===== config.mk =====
export PLATFORM = sky130hd
export DESIGN_NAME = fl_checkpoint_stack
export DESIGN_NICKNAME = d
export VERILOG_FILES = /design/src/rtl/fl_checkpoint_stack.sv
export SDC_FILE = /design/constraint.sdc
export NUM_CORES = 1
export LEC_CHECK = 0
export ABC_CLOCK_PERIOD_IN_PS = 8100
export BUFFER_PORTS_ARGS = -buffer_cell sky130_fd_sc_hd__buf_2
export CORE_MARGIN = 5
export CORE_UTILIZATION = 40
export DETAILED_ROUTE_END_ITERATION = 8
export HOLD_SLACK_MARGIN = 0.06
export SETUP_SLACK_MARGIN = 0.05
export SYNTH_ARGS = -nofsm -noshare
export SYNTH_HDL_FRONTEND = slang
export SYNTH_SLANG_ARGS = --single-unit
export TNS_END_PERCENT = 20

===== constraint.sdc =====
create_clock -name clock -period 8.1 [get_ports clock]
set_input_delay 1.62 -clock clock [delete_from_list [all_inputs] [get_ports clock]]
set_output_delay 1.62 -clock clock [all_outputs]
set_load 0.02 [all_outputs]

===== src/rtl/fl_checkpoint_stack.sv =====
// Branch checkpoint stack: holds one free-list snapshot per in-flight branch and
// replays it to FreddyList on a mispredict. Live snapshots absorb retiring T_old regs.
module fl_checkpoint_stack #(
  parameter int N               = 2,
  parameter int PHYS_REGS       = 64,
  parameter int DEPTH           = 8,
  parameter int TAG_W           = $clog2(DEPTH),
  parameter int PHYS_REG_IDX    = $clog2(PHYS_REGS),
  parameter int NUM_SCALAR_BITS = $clog2(N + 1)
) (
  input  logic                       clock,
  input  logic                       reset_n,
  input  logic                       push_valid,
  input  logic [PHYS_REGS-1:0]       push_free_list,
  output logic [TAG_W-1:0]           push_tag,
  output logic                       full,
  output logic [TAG_W:0]             free_entries,
  input  logic                       resolve_valid,
  input  logic [TAG_W-1:0]           resolve_tag,
  input  logic                       resolve_mispredict,
  input  logic [PHYS_REG_IDX-1:0]    phys_regs_retiring [N],
  input  logic [NUM_SCALAR_BITS-1:0] num_retiring_valid,
  output logic                       restore_flag,
  output logic [PHYS_REGS-1:0]       free_list_restore,
  output logic [TAG_W-1:0]           restore_tag
);

  localparam logic [TAG_W:0] DEPTH_CNT = (TAG_W + 1)'(DEPTH);

  // Pointers carry a wrap bit above the index so full and empty are distinguishable.
  logic [TAG_W:0]       r_head;
  logic [TAG_W:0]       r_tail;
  logic [DEPTH-1:0]     r_valid;
  logic [DEPTH-1:0]     r_resolved;
  logic [PHYS_REGS-1:0] r_snap [DEPTH];

  logic [TAG_W-1:0]     w_head_idx;
  logic [TAG_W-1:0]     w_tail_idx;
  logic [TAG_W:0]       w_used;
  logic [PHYS_REGS-1:0] w_retiring_list;
  logic                 w_res_hit;
  logic                 w_mispredict;
  logic                 w_correct;
  logic                 w_push;
  logic                 w_pop;
  logic [TAG_W:0]       w_tag_ptr;
  logic [TAG_W:0]       w_squash_cnt;
  logic [DEPTH-1:0]     w_squash;
  logic [DEPTH-1:0]     w_valid_nxt;
  logic [DEPTH-1:0]     w_resolved_nxt;

  assign w_head_idx   = r_head[TAG_W-1:0];
  assign w_tail_idx   = r_tail[TAG_W-1:0];
  assign w_used       = r_tail - r_head;
  assign full         = (w_tail_idx == w_head_idx) && (r_tail[TAG_W] != r_head[TAG_W]);
  assign free_entries = DEPTH_CNT - w_used;
  assign push_tag     = w_tail_idx;

  assign w_res_hit    = resolve_valid && r_valid[resolve_tag];
  assign w_mispredict = w_res_hit && resolve_mispredict;
  assign w_correct    = w_res_hit && !resolve_mispredict;
  // A mispredicting branch squashes anything dispatched behind it, including this cycle's push.
  assign w_push       = push_valid && !full && !w_mispredict;
  assign w_pop        = r_valid[w_head_idx] && r_resolved[w_head_idx] &&
                        !(w_mispredict && (resolve_tag == w_head_idx));

  // Rebuild the full pointer for the squashed tag: it sits behind the tail, so if its
  // index is not below the tail index the tail has wrapped past it.
  assign w_tag_ptr    = {(resolve_tag < w_tail_idx) ? r_tail[TAG_W] : ~r_tail[TAG_W], resolve_tag};
  assign w_squash_cnt = r_tail - w_tag_ptr;

  // NOTE: always_comb uses blocking '=' with every output defaulted first, so no latch is inferred.
  always_comb begin
    w_retiring_list = '0;
    for (int i = 0; i < N; i++) begin
      if (NUM_SCALAR_BITS'(i) < num_retiring_valid)
        w_retiring_list[phys_regs_retiring[i]] = 1'b1;
    end
  end

  always_comb begin
    w_squash = '0;
    for (int i = 0; i < DEPTH; i++) begin
      w_squash[i] = w_mispredict && ({1'b0, TAG_W'(i) - resolve_tag} < w_squash_cnt);
    end
  end

  always_comb begin
    w_valid_nxt    = r_valid;
    w_resolved_nxt = r_resolved;
    if (w_push) begin
      w_valid_nxt[w_tail_idx]    = 1'b1;
      w_resolved_nxt[w_tail_idx] = 1'b0;
    end
    if (w_correct)
      w_resolved_nxt[resolve_tag] = 1'b1;
    if (w_pop) begin
      w_valid_nxt[w_head_idx]    = 1'b0;
      w_resolved_nxt[w_head_idx] = 1'b0;
    end
    w_valid_nxt    = w_valid_nxt & ~w_squash;
    w_resolved_nxt = w_resolved_nxt & ~w_squash;
  end

  // NOTE: sequential state uses non-blocking '<=' so every register samples pre-edge values.
  always_ff @(posedge clock or negedge reset_n) begin
    if (!reset_n) begin
      r_head     <= '0;
      r_tail     <= '0;
      r_valid    <= '0;
      r_resolved <= '0;
    end else begin
      r_valid    <= w_valid_nxt;
      r_resolved <= w_resolved_nxt;
      if (w_pop)
        r_head <= r_head + 1'b1;
      if (w_mispredict)
        r_tail <= w_tag_ptr;
      else if (w_push)
        r_tail <= r_tail + 1'b1;
    end
  end

  // NOTE: snapshot storage has no reset; an entry is only read while its valid bit is set.
  always_ff @(posedge clock) begin
    for (int i = 0; i < DEPTH; i++) begin
      if (w_push && (w_tail_idx == TAG_W'(i)))
        r_snap[i] <= push_free_list | w_retiring_list;
      else if (r_valid[i])
        r_snap[i] <= r_snap[i] | w_retiring_list;
    end
  end

  always_ff @(posedge clock or negedge reset_n) begin
    if (!reset_n) begin
      restore_flag      <= 1'b0;
      restore_tag       <= '0;
      free_list_restore <= '0;
    end else begin
      restore_flag <= w_mispredict;
      if (w_mispredict) begin
        restore_tag       <= resolve_tag;
        free_list_restore <= r_snap[resolve_tag] | w_retiring_list;
      end
    end
  end

endmodule


==> out/qor.csv, run 1 <==
stage;metric;value;unit
clock_tree;cts_hold_buf;0;
drt;drt-vias-per-instance;5.98;
drt;drc;0;
power_and_ir_drop;power_density;403;nW/um^2
timing;rsz0062_at_grt;false;
layout;nFillCells;7701;
clock_tree;clockRootBuffer;clkbuf_16;
synth;synth-seq-area-share;52.1;%
worst_setup_path;endpoint_kind;output pin;
die;core;83800;sq um
die;start_util;40.4;%
timing;final-setup-viol-count;0;
clock_tree;cts_buffer_depth;3;
synth;synth_nets;2762;
global_route;grt_remaining_overflow;0;
timing;tightestPinTransition;1.22;ns
timing;whs;0.471;ns
timing;drv_slew;0;
layout;layout.nets;2857;
clock_tree;cts_num_sinks;604;
synth;ys_warn_count;0;
worst_setup_path;cp_num_buf_inv;4;
drt;first_iter_violations;2147;
worst_setup_path;critical_path_required;6.48;ns
die;placementRows;106;
run_status;status;finished clean;
global_route;grt_first_pass_wirelength;156000;microns
synth;synth_cell_types;69;
job;cap_viol_max_count;0;
worst_setup_path;path_cells;clkinv_1, ha_1, inv_1, ha_1, inv_1, fa_1, xnor2_1, xnor2_1, buf_2;
worst_setup_path;crit_slowest_cell;dfrtp_1;
place;gp_congestion;0.895;
synth;synth-edff-count;512;
clock_tree;cts_tree;yes;
global_route;grtUsageTotal;22.4;%
worst_setup_path;crit_type;reg2out;
global_route;antenna_found_initial;15;
timing;skew;0.0234;ns
die;chipWidth;301;microns
drt;drt-total-wl;105000;microns
drt;detail-route-antenna-nets;0;
timing;period_minus_slack;4.82;ns
synth;postSynth.asyncResetShare;15.2;%
place;dp_slack;2.66;ns
timing;relSlewSlack;18.7;%
layout;finalNonFillerCells;3934;
drt;avgRoutedWirePerCell;26.6;microns
global_route;grt_pass1_vias;24075;
worst_setup_path;crit_fanout;14;
power_and_ir_drop;irDropWorstVdd;291;uV
power_and_ir_drop;p_leak;0.0136;uW
clock_tree;cts_buffers;71;
worst_hold_path;min_path_type;reg2reg;
layout;drive_above_1_share;18.3;%
place;post-place-cells;3796;
synth;yosysTopAreaCell;edfxtp_1;
place;dp_hpwl;63100;microns
layout;area_delta_synth_final;10.6;%
timing;hold_viol;0;
worst_setup_path;crit_path_start_kind;flop;
worst_setup_path;worstPathArrival;3.20;ns
timing;fmax;207;MHz
synth;syn_area;33900;sq um
clock_tree;clk_pin_slew;0.06;ns
clock_tree;post-cts-setup-buffers;0;
layout;final_common_cell;edfxtp_1;
clock_tree;htree_num_levels;3;
worst_setup_path;crit_path_max_incr_delay;0.65;ns
timing;postLayoutSetupSlackWorst;3.28;ns
die;die_y;301;microns
synth;avgSynthCellArea;12.8;sq um
timing;period_share;59.5;%
clock_tree;cts_resized;0;
drt;dr.pass1.iters;8;
die;die_area;90700;sq um
clock_tree;insertion_delay;0.62;ns
synth;synth_seq_cells;604;
drt;vias;23541;
synth;synth_cells;2640;
die;io_pins;162;
layout;final_cell_mix;edfxtp_1, nor2_1, mux2i_1, and2_1, buf_2;
global_route;grt_max_degree;77;
worst_setup_path;crit_family;adder cells;
synth;synth-main-ff-cell;edfxtp_1;
place;portBuffers;161;
synth;synth_area_leaders;edfxtp_1, mux2i_1, mux4_2, dfrtp_1, nor2_1;
synth;synth_top_area_share;45.4;%
timing;tns;0;ns
-- path summary, 6_finish.rpt --
kind | startpoint | end | slack [ns] | depth (start not counted)
min in group asynchronous | reset_n | r_valid[6] | 1.01 | 1
worst min-delay path | free_list_restore[60] | free_list_restore[60] | 0.47 | 2
worst min register to register | free_list_restore[60] | free_list_restore[60] | 0.47 | 2
worst max-delay path | r_head[0] | free_entries[3] | 3.28 | 9
worst max register to register | r_head[0] | r_snap[7][38] | 3.45 | 7
max in group asynchronous | reset_n | r_valid[7] | 5.88 | 2
-- worst min-delay path, stage by stage (launching register included) --
cell and delay [ns]:
dfrtp_1 0.34, nand2_1 0.04, o21ai_0 0.06
-- metal layers --
layer | share of wire, % | wire length (microns) | global-route usage (%) | vias up
met5 | 0.052 | 54 | 0 | -
met4 | 2.6 | 2690 | 6.58 | 8
met3 | 7.3 | 7620 | 3.77 | 170
met2 | 48 | 50700 | 37.8 | 1043
met1 | 42 | 43500 | 30.0 | 12057
li1 | - | - | - | 10263
-- final cells by class --
cell class,instances,area (sq um),share of cell area (%)
Multi-Input combinational cell,1821,14800,39.5
Inverter,31,119,0.317
Clock inverter,36,295,0.788
Antenna cell,8,20.0,0.0534
Sequential cell,604,17700,47.2
Timing Repair Buffer,206,1170,3.13
Tap cell,1134,1420,3.79
Clock buffer,94,1970,5.25
-- power by group --
group          internal [uW]  total (uW)  switching (uW)
combinational           2250        5750            3500
clock                   1840        3160            1320
sequential              5440        6210             766
total                   9530       15100            5580
-- cells in the mapped netlist, types with 7 or more instances --
cell type / number
ha_1: 33
mux2i_1: 393
buf_4: 12
xnor2_1: 7
a21oi_1: 12
buf_12: 12
and3_1: 10
inv_1: 29
a211oi_1: 70
o21ai_0: 79
nand3b_1: 10
buf_2: 50
nand2b_1: 13
edfxtp_1: 512
o21a_1: 8
dfrtp_1: 92
buf_6: 12
clkbuf_1: 64
nand3_1: 16
nor2_1: 464
buf_8: 26
o22ai_1: 32
buf_1: 8
nand2_1: 108
a221o_1: 128
xor2_1: 7
o22ai_2: 30
and2_1: 190
mux4_2: 128
-- stage by stage --
step                      total power (uW)  cell area (sq um)  utilization (%)
after global routing                 15800              37500             44.7
after global placement               11700              35200             42.0
after detailed placement             12000              35200             42.0
final                                15100              37500             44.7
after floorplan                      10300              33900                -
after CTS                            15200              37500             44.7
-- state kept, by name, summed over array words and instances, names as in the netlist --
name	flops
r_head	4
r_resolved	8
r_snap	512
restore_tag	3
free_list_restore	64
r_valid	8
r_tail	4
restore_flag	1
-- logic make-up (layout without fill, tap and decap cells) --
logic type | count (synthesis) | count (layout) | synth area share [%]
DFF | 604 | 604 | 52.1
xor gates and xnor gates | 14 | 14 | 0.362
other | 0 | 8 | 0
and+or+nand+nor | 848 | 848 | 11.6
adders and majority gates | 36 | 36 | 1.40
AOI/OAI and AO/OA | 401 | 401 | 9.98
buffers and inverters | 215 | 367 | 4.41
muxes | 522 | 522 | 20.1
No activity file was read; power rests on OpenSTA's default activity.
==> run 2, diff against run 1 <==
Settings changed: ABC_CLOCK_PERIOD_IN_PS 8100 to 4700.
Clock period 8.1 ns to 4.7 ns, I/O delays scaled along.
==> out/qor.csv, run 2 (same netlist as run 1, synthesis figures left out) <==
stage;metric;value;unit;change
timing;tns;0;ns;unchanged
place;portBuffers;161;;unchanged
worst_setup_path;crit_type;reg2out;;
clock_tree;cts_hold_buf;0;;unchanged
die;die_area;90700;sq um;unchanged
drt;avgRoutedWirePerCell;26.7;microns;+0.55%
worst_setup_path;endpoint_kind;output pin;;
drt;detail-route-antenna-nets;0;;unchanged
worst_setup_path;rrSetupSlack;0.82;ns;-2.63 ns
global_route;grt_first_pass_wirelength;158000;microns;+1.6%
worst_setup_path;rr_startpoint;r_head[0];;
worst_hold_path;min_path_type;in2async;;
timing;rsz0062_at_grt;false;;
clock_tree;cts_buffer_depth;3;;unchanged
drt;vias;23659;;+0.50%
timing;final-setup-viol-count;0;;unchanged
timing;drv_slew;0;;unchanged
clock_tree;cts_tree;yes;;
timing;fmax;245;MHz;
layout;largest_reg_flops;512;;unchanged
layout;area_delta_synth_final;11.9;%;
drt;drt-total-wl;106000;microns;+1.1%
place;placed_area;35600;sq um;+1.1%
die;core;83800;sq um;unchanged
clock_tree;insertion_delay;0.62;ns;about the same
run_status;status;finished clean;;
power_and_ir_drop;irDropWorstVdd;631;uV;+120%
die;start_util;40.4;%;unchanged
clock_tree;clk_pin_slew;0.06;ns;about the same
worst_setup_path;crit_path_start_kind;flop;;
worst_setup_path;worstPathArrival;3.14;ns;-0.06 ns
layout;layout.nets;2878;;+0.74%
clock_tree;cts_buffers;70;;-1.4%
layout;largest_register;r_snap;;
worst_setup_path;crit_fanout;14;;unchanged
place;dp_hpwl;65500;microns;+3.7%
die;chipWidth;301;microns;unchanged
layout;final_cell_mix;edfxtp_1, nor2_1, mux2i_1, and2_1, buf_2;;
layout;fin_util;45.2;%;+0.51 points
die;die_y;301;microns;unchanged
layout;reg.largest.list;r_snap x512, free_list_restore x64;;
drt;first_iter_violations;2213;;+3.1%
clock_tree;htree_num_levels;3;;unchanged
power_and_ir_drop;power_density;697;nW/um^2;+73%
worst_setup_path;critical_path_required;3.76;ns;-2.72 ns
clock_tree;clockRootBuffer;clkbuf_16;;
clock_tree;cts_resized;0;;unchanged
worst_setup_path;rr_endpoint;r_snap[7][7];;
clock_tree;post-cts-setup-buffers;0;;unchanged
die;placementRows;106;;unchanged
global_route;antenna_found_initial;17;;+2
place;gp_congestion;0.889;;-0.66%
layout;finalNonFillerCells;3956;;+0.56%
timing;period_minus_slack;4.08;ns;
layout;drive_above_1_share;18.8;%;+0.51 points
timing;tightestPinTransition;1.19;ns;-0.0331 ns
global_route;grt_pass1_vias;24117;;+0.17%
layout;final_common_cell;edfxtp_1;;
global_route;grt_max_degree;78;;+1.3%
worst_setup_path;reg2reg_depth;8;;+1
job;cap_viol_max_count;0;;unchanged
timing;period_share;86.8;%;
timing;relSlewSlack;20.9;%;+2.2 points
global_route;grt_remaining_overflow;0;;unchanged
timing;skew;0.0219;ns;-0.00149 ns
power_and_ir_drop;p_leak;0.0138;uW;+1.4%
drt;dr.pass1.iters;6;;-2
global_route;grtUsageTotal;22.8;%;+0.38 points
die;io_pins;162;;unchanged
clock_tree;cts_num_sinks;604;;unchanged
drt;drc;0;;unchanged
timing;hold_viol;0;;unchanged
layout;final_area;37900;sq um;+1.1%
drt;drt-vias-per-instance;5.98;;about the same
place;post-place-cells;3818;;+0.58%
==> run 2: how the worst max path moves through the flow <==
stage / slack [ns] / cells after the start / endpoint / start
3_3_place_gp: 0.96 / 8 / r_snap[7][20] / r_tail[2]
6_report: 0.62 / 9 / free_entries[3] / r_head[0]
5_1_grt: 0.44 / 9 / free_entries[3] / r_head[0]
3_5_place_dp: 0.92 / 8 / r_snap[7][34] / r_head[0]
2_1_floorplan: 0.60 / 9 / r_snap[1][0] / resolve_tag[1]
4_1_cts: 0.59 / 9 / free_entries[3] / r_head[0]
==> run 2: area by class of cell <==
type                       count  area (sq um)
inverter                      31           119
clock buffer                  98          1970
multi-input combinational   1821         14800
clock inverter                30           329
timing repair buffer         228          1570
antenna                       10          25.0
sequential                   604         17700
tap                         1134          1420
fill                        7673         45900
==> run 2: routing by layer <==
| layer | vias up | global-route usage [%] | share of wire (%) |
|---|---|---|---|
| li1 | 10326 | - | - |
| met1 | 12099 | 30.3 | 41 |
| met2 | 1028 | 38.3 | 48 |
| met3 | 192 | 4.41 | 7.8 |
| met4 | 14 | 6.68 | 2.6 |
| met5 | - | 0 | 0.082 |
==> run 2: per-stage QoR <==
stage                     setup slack, ns  hold slack, ns  total power, uW
after global routing                0.443           0.490            27700
after global placement              0.955           0.459            20600
final                               0.622           0.447            26400
after CTS                           0.591           0.454            26500
after floorplan                     0.599           0.462            17800
after detailed placement            0.916           0.464            20900
==> run 2: worst max-delay path, stage by stage (launching register included) <==
cell	delay, ns
dfrtp_1	0.61
clkinv_1	0.41
ha_1	0.31
inv_1	0.06
ha_1	0.14
inv_1	0.05
fa_1	0.39
xnor2_1	0.18
xnor2_1	0.16
buf_2	0.20
==> run 2: where the power goes <==
part	internal [uW]	leakage [uW]	switching [uW]
logic	4110	0.00667	6060
registers	9350	0.00604	1370
clock network	3220	0.00112	2310
